--- config.mk ---
export PLATFORM = sky130hd
export DESIGN_NAME = fwd_scoreboard
export DESIGN_NICKNAME = d
export VERILOG_FILES = /design/src/rtl/fwd_scoreboard.sv
export SDC_FILE = /design/constraint.sdc
export NUM_CORES = 1
export LEC_CHECK = 0
export CAP_MARGIN = 20
export CORE_MARGIN = 2
export CORE_UTILIZATION = 40
export DETAILED_ROUTE_END_ITERATION = 10
export DONT_BUFFER_PORTS = 1
export PLACE_DENSITY = 0.56
export SYNTH_ARGS = -nofsm -noshare
export SYNTH_HDL_FRONTEND = slang
export SYNTH_SLANG_ARGS = --single-unit
export TNS_END_PERCENT = 30
--- constraint.sdc ---
create_clock -name clk -period 6.1 [get_ports clk]
set_clock_uncertainty 0.05 [all_clocks]
set_input_delay 1.525 -clock clk [delete_from_list [all_inputs] [get_ports clk]]
set_output_delay 1.525 -clock clk [all_outputs]
set_load 0.01 [all_outputs]
--- src/rtl/fwd_scoreboard.sv ---
// fwd_scoreboard: operand-forwarding unit for the EXE stage.
//
// Keeps a shift-register record of the destinations written by the last
// DEPTH instructions (entry 0 = MEM, entry DEPTH-1 = oldest). Each cycle it
// produces a bypass-mux select for each of NUM_SRC EXE operands and a
// load-use stall request. Both outputs are combinational from the recorded
// entries and the src_* inputs.
//
// Ports:
//   clk, rst_n      clock, asynchronous active-low reset
//   advance         pipeline moves this cycle (0 = all entries hold)
//   flush           turn the incoming instruction into a bubble
//   issue_valid     instruction leaving EXE is real
//   issue_is_load   its port-0 result comes from memory
//   issue_wr_en     per-port write enable            [NUM_WR]
//   issue_wr_reg    per-port destination             [NUM_WR*REG_AW]
//   src_valid       operand s is read                [NUM_SRC]
//   src_reg         operand s register address       [NUM_SRC*REG_AW]
//   fwd_sel         per-operand select (0 = regfile, k>0 = stage (k-1)/NUM_WR,
//                   port (k-1)%NUM_WR)               [NUM_SRC*SEL_W]
//   stall           load-use hazard, EXE must hold
//
// Optional feature macro FWD_PERF_CNT_EN adds two 32-bit performance
// counters (fwd_cnt, stall_cnt).

module fwd_scoreboard #(
  parameter int unsigned NUM_SRC = 6,
  parameter int unsigned NUM_WR  = 2,
  parameter int unsigned REG_AW  = 4,
  parameter int unsigned DEPTH   = 2,
  parameter int unsigned SEL_W   = $clog2(DEPTH*NUM_WR+1)
) (
  input  logic                      clk,
  input  logic                      rst_n,
  input  logic                      advance,
  input  logic                      flush,
  input  logic                      issue_valid,
  input  logic                      issue_is_load,
  input  logic [NUM_WR-1:0]         issue_wr_en,
  input  logic [NUM_WR*REG_AW-1:0]  issue_wr_reg,
  input  logic [NUM_SRC-1:0]        src_valid,
  input  logic [NUM_SRC*REG_AW-1:0] src_reg,
  output logic [NUM_SRC*SEL_W-1:0]  fwd_sel,
  output logic                      stall
`ifdef FWD_PERF_CNT_EN
  ,
  output logic [31:0]               fwd_cnt,
  output logic [31:0]               stall_cnt
`endif
);

  // One tracked downstream instruction.
  typedef struct packed {
    logic                     valid;
    logic                     is_load;
    logic [NUM_WR-1:0]        wr_en;
    logic [NUM_WR*REG_AW-1:0] wr_reg;
  } entry_t;

  entry_t             r_ent [DEPTH];
  entry_t             w_incoming;
  logic [SEL_W-1:0]   w_sel [NUM_SRC];
  logic [NUM_SRC-1:0] w_load_hit;

  // Incoming record; flush or an invalid issue becomes a bubble.
  always_comb begin
    w_incoming = '0;
    if (issue_valid && !flush) begin
      w_incoming.valid   = 1'b1;
      w_incoming.is_load = issue_is_load;
      w_incoming.wr_en   = issue_wr_en;
      w_incoming.wr_reg  = issue_wr_reg;
    end
  end

  // Shift register of in-flight destination records.
  always_ff @(posedge clk or negedge rst_n) begin
    if (!rst_n) begin
      for (int k = 0; k < int'(DEPTH); k++) begin
        r_ent[k] <= '0;
      end
    end else if (advance) begin
      r_ent[0] <= w_incoming;
      for (int k = 1; k < int'(DEPTH); k++) begin
        r_ent[k] <= r_ent[k-1];
      end
    end
  end

  // Match search: scan oldest stage first and ports ascending so that the
  // last hit written (youngest stage, highest port) is the winner.
  always_comb begin
    logic [REG_AW-1:0] v_src;
    v_src      = '0;
    w_load_hit = '0;
    for (int s = 0; s < int'(NUM_SRC); s++) begin
      w_sel[s] = '0;
      v_src    = src_reg[s*REG_AW +: REG_AW];
      if (src_valid[s] && (v_src != '0)) begin
        for (int i = int'(DEPTH) - 1; i >= 0; i--) begin
          for (int p = 0; p < int'(NUM_WR); p++) begin
            if (r_ent[i].valid && r_ent[i].wr_en[p] &&
                (r_ent[i].wr_reg[p*REG_AW +: REG_AW] == v_src)) begin
              w_sel[s]      = SEL_W'(1 + i*int'(NUM_WR) + p);
              w_load_hit[s] = (i == 0) && (p == 0) && r_ent[i].is_load;
            end
          end
        end
      end
    end
  end

  // Flatten selects; a stage-0 port-0 load hit means data is not ready yet.
  always_comb begin
    fwd_sel = '0;
    for (int s = 0; s < int'(NUM_SRC); s++) begin
      fwd_sel[s*SEL_W +: SEL_W] = w_sel[s];
    end
    stall = |w_load_hit;
  end

`ifdef FWD_PERF_CNT_EN
  localparam int unsigned CNT_W = $clog2(NUM_SRC + 1);

  logic [CNT_W-1:0] w_fwd_num;
  logic [31:0]      r_fwd_cnt;
  logic [31:0]      r_stall_cnt;

  // Number of operands taking a bypass this cycle.
  always_comb begin
    w_fwd_num = '0;
    for (int s = 0; s < int'(NUM_SRC); s++) begin
      if (w_sel[s] != '0) begin
        w_fwd_num = w_fwd_num + CNT_W'(1);
      end
    end
  end

  // Forward count accrues only on non-stalled cycles; both wrap naturally.
  always_ff @(posedge clk or negedge rst_n) begin
    if (!rst_n) begin
      r_fwd_cnt   <= '0;
      r_stall_cnt <= '0;
    end else if (stall) begin
      r_stall_cnt <= r_stall_cnt + 32'(1);
    end else begin
      r_fwd_cnt   <= r_fwd_cnt + 32'(w_fwd_num);
    end
  end

  assign fwd_cnt   = r_fwd_cnt;
  assign stall_cnt = r_stall_cnt;
`endif

endmodule

Yosys cells after proc, flatten, opt, wreduce, memory -nomap -nowiden
Index checks and enable logic that the tools add are counted.
Storage, ports and cells
  flip-flop bits (word level): 23
  RAM bits: 0
  output and inout port bits: 19
  ROM bits: 0
  bits in latches: 0
  memories: 0
Cells by class
  shift operators: 0
  $lt $le $gt $ge: 0
  reduce and logical (&&, ||, !) cells: 43
  muxes and demuxes: 49
  $mul: 0
  eq/ne operators: 24
  divide/modulo/power cells: 0
  bitwise logic cells: 0
  $add $sub $neg: 0
Operator list (count)
  == test 4 bit: 24
  two-way mux 3 bit: 24
  logical AND 1 bit: 35
  nonzero test 4 bit: 6
  two-way mux 1 bit: 18
  two-way mux 12 bit: 1
  two-way mux 2 bit: 6
  OR reduction 6 bit: 1
  zero test 1 bit: 1

Longest topological paths before layout
  word-level depth: 7
  mapped depth: 6

Worst setup path after synthesis
OpenSTA, ideal clock, no wires.
  path kind: input -> output
  start: input src_reg[6]
  end: output stall
  arrival time: 2.773 ns
  slack: 1.752 ns
  stages: 6
  data required time: 4.525 ns
  path through: clkbuf_1 -> xnor2_1 -> nand3_1 -> o311ai_4 -> o22ai_1 -> o31a_1
Between the ends
  word-level cells in the longest chain between the ends: 6
  elaborated cells between the ends (all ways): 10
  classes of those cells: eq/ne (2); mux (3); reduce/logical (5)
RTL lines
  start: declaration: line 42  | input logic [NUM_SRC*REG_AW-1:0] src_reg,
  == test 4 bit: line 103  | (r_ent[i].wr_reg[p*REG_AW +: REG_AW] == v_src)) begin
  logical AND 1 bit: line 102  | if (r_ent[i].valid && r_ent[i].wr_en[p] &&
  two-way mux 1 bit (2 in a row): line 102
  two-way mux 1 bit *: line 99  | if (src_valid[s] && (v_src != '0)) begin
  OR reduction 6 bit *: line 119  | stall = |w_load_hit;
  end: declaration: line 44  | output logic stall
Every way passes the cells marked *; elsewhere a longest branch is shown, timed or not.

Final worst setup path
  start: input src_reg[4]
  end: output stall
The elaborated chain is that of the path after synthesis.

==> key figures <==
Cells and area
  – Most flops, register: r_ent
  – Most common cell after layout, fill and taps aside: xnor2_1
  – Total Nets Final: 297
  – Share of layout cells above drive strength 1: 7.60%
  – Area growth syn-to-layout: -1.64%
  – Max FFs per register: 23
  – Biggest regs: r_ent (23)
  – Most frequent cells in the layout: 56 x xnor2_1, 40 x xor2_1, 23 x dfrtp_1
  – N_diodes: 0

Die
  – Core area: 0.00592 mm^2
  – # rows: 28
  – IO Count: 65
  – Chip height: 82.1 um
  – Initial Utilization: 41.2%
  – Die Area: 0.00674 mm^2
  – Die width: 82.1 um

Logic synthesis
  – Post-synth EDFFs: 0
  – Synth unique cells: 32
  – Post-synth top area share: 23.6%
  – Synth warnings: 0
  – Cells after synthesis: 288
  – Main synth FF type: dfrtp_1
  – Register bit count reported by yosys: 23
  – Synth area leader: dfrtp_1
  – Sequential-to-total area share from yosys stat: 23.6%
  – Mapped Area: 0.00244 mm^2
  – Syn Nets: 334
  – Synth Area per Inst: 8.48 um^2
  – Share of synthesized registers carrying an async set or reset: 100%
  – Synth area leaders: dfrtp_1 24%, xnor2_1 20%, xor2_1 14%

Routing
  – Total Routed Length: 6540 um
  – Via count: 1892
  – WL/cell: 20.1 um
  – Starting DRT DRC Count: 123
  – Vias per cell: 5.82
  – Post-DRT Antenna Nets: 0
  – Drt drc: 0
  – DR pass1 iterations: 4

Placed design
  – GPL Wtd Cong: 0.833
  – Post-DP HPWL: 4850 um
  – Input/output buffers: 0

Setup path
  – CP Capture Type: output pin
  – Crit path kind: primary input to output pin
  – CP arrival: 2.70 ns
  – Crit path max fanout: 5
  – CP Launch Type: primary input
  – Req. time, crit path: 4.53 ns

Global routing
  – GRT Resource Usage Total: 20.1%
  – Vias in the first global route: 1903
  – Met3 Resource Use GR: 3.04%
  – Met2 usage: 32.4%
  – First-pass GRT wire length: 10200 um
  – Grt peak-use layer: met2
  – Initial antenna violation count: 0
  – GR Layer Usage met1: 28.0%
  – Largest net degree at the start of global routing: 24
  – Grt total ovfl: 0

CTS
  – Skew-Pair Late Insertion Delay: 0.26 ns
  – CTS tree: done
  – Hold-fix buffer count after cts: 0
  – Post_cts resized: 0
  – Post-CTS setup buffer count: 0
  – Clock slew at reported path FFs: 0.08 ns
  – Clock tree buffer depth: 2
  – H-tree Lvls: 1
  – CTS buffer count: 3
  – CTS Sinks: 23
  – Clock tree root buffer cell: clkbuf_8

STA
  – Setup TNS: 0 ns
  – Slew margin rel.: 62.8%
  – Final cycle utilization of the critical path: 70.0%
  – Max-slew violations: 0
  – Final hold violations: 0
  – Fmax: 0.234 GHz
  – Worst slew pin tran: 0.558 ns
  – RSZ-0062 raised after global routing: false
  – Setup Viol. Count Final: 0
  – Period minus WS final: 4.27 ns

Power
  – Total Power: 0.375 mW
  – Leak: 0.919 nW
  – PD cells: 156 mW/mm^2
  – Worst vdd rail ir drop: 0.137 mV

Worst hold path
  – Min-Delay Path Class: register to register

Run status
  – Result of the run: completed

Flow run
  – Max_cap viols: 0
## layout make-up
type	count	area, um^2
clock buffer	4	45.0
fill	603	3520
inverter	1	3.75
multi-input combinational	221	1680
sequential	23	576
tap	75	93.8
timing repair buffer	1	7.51
## worst paths after layout
| path | from | endpoint | slack [ns] | depth (start not counted) |
|---|---|---|---|---|
| setup / recovery | src_reg[4] | stall | 1.83 | 4 |
| hold / removal | r_ent[9] | r_ent[9] | 0.47 | 1 |
| setup reg to reg | r_ent[16] | r_ent[4] | 4.98 | 1 |
| hold reg to reg | r_ent[9] | r_ent[9] | 0.47 | 1 |
| max in group asynchronous | rst_n | r_ent[5] | 5.03 | 0 |
| min in group asynchronous | rst_n | r_ent[20] | 0.90 | 0 |
## Yosys cell counts, drive strengths merged, types with 5 or more instances
library cell   n
xnor2         56
xor2          40
clkbuf        26
dfrtp         23
buf           17
nor2          16
nand2         14
nand4         12
a22o          11
mux2          11
a21oi         10
nand3          9
nor3           7
nor3b          7
a41o           5
o41ai          5
## where the power goes
| part | switching, mW | internal (mW) |
|---|---|---|
| sequential | 0.0308 | 0.162 |
| combinational | 0.0350 | 0.0553 |
| clock | 0.0451 | 0.0466 |
## metrics by stage
step           setup WS [ns]  instances  utilization, %  hold WS (ns)  instance area [um^2]
4_1_cts                 1.83        325            40.6         0.484                  2400
5_1_grt                 1.77        325            40.6         0.498                  2400
2_1_floorplan           1.75        288               -         0.424                  2440
3_5_place_dp            1.83        321            39.8         0.463                  2360
3_3_place_gp            1.84        321            39.8         0.453                  2360
6_report                1.83        325            40.6         0.474                  2400
## worst max-delay path: stages
cell and delay (ns):
or4_4 0.53, o311ai_4 0.11, o22ai_1 0.16, o31a_1 0.37
## cell families after synthesis
logic type | count (synthesis) | share of synthesized area [%]
compound gates | 39 | 13.0
mux | 11 | 5.07
flops | 23 | 23.6
buf+inv | 44 | 7.79
xor+xnor | 96 | 34.4
simple gates | 75 | 16.1
## metal layers
metal	vias to the layer above	share of wire, %
met5	-	0
met4	0	1.1
met3	9	6.1
met2	62	46
met1	914	46
li1	907	-
Power figures use the tool's default switching activity.
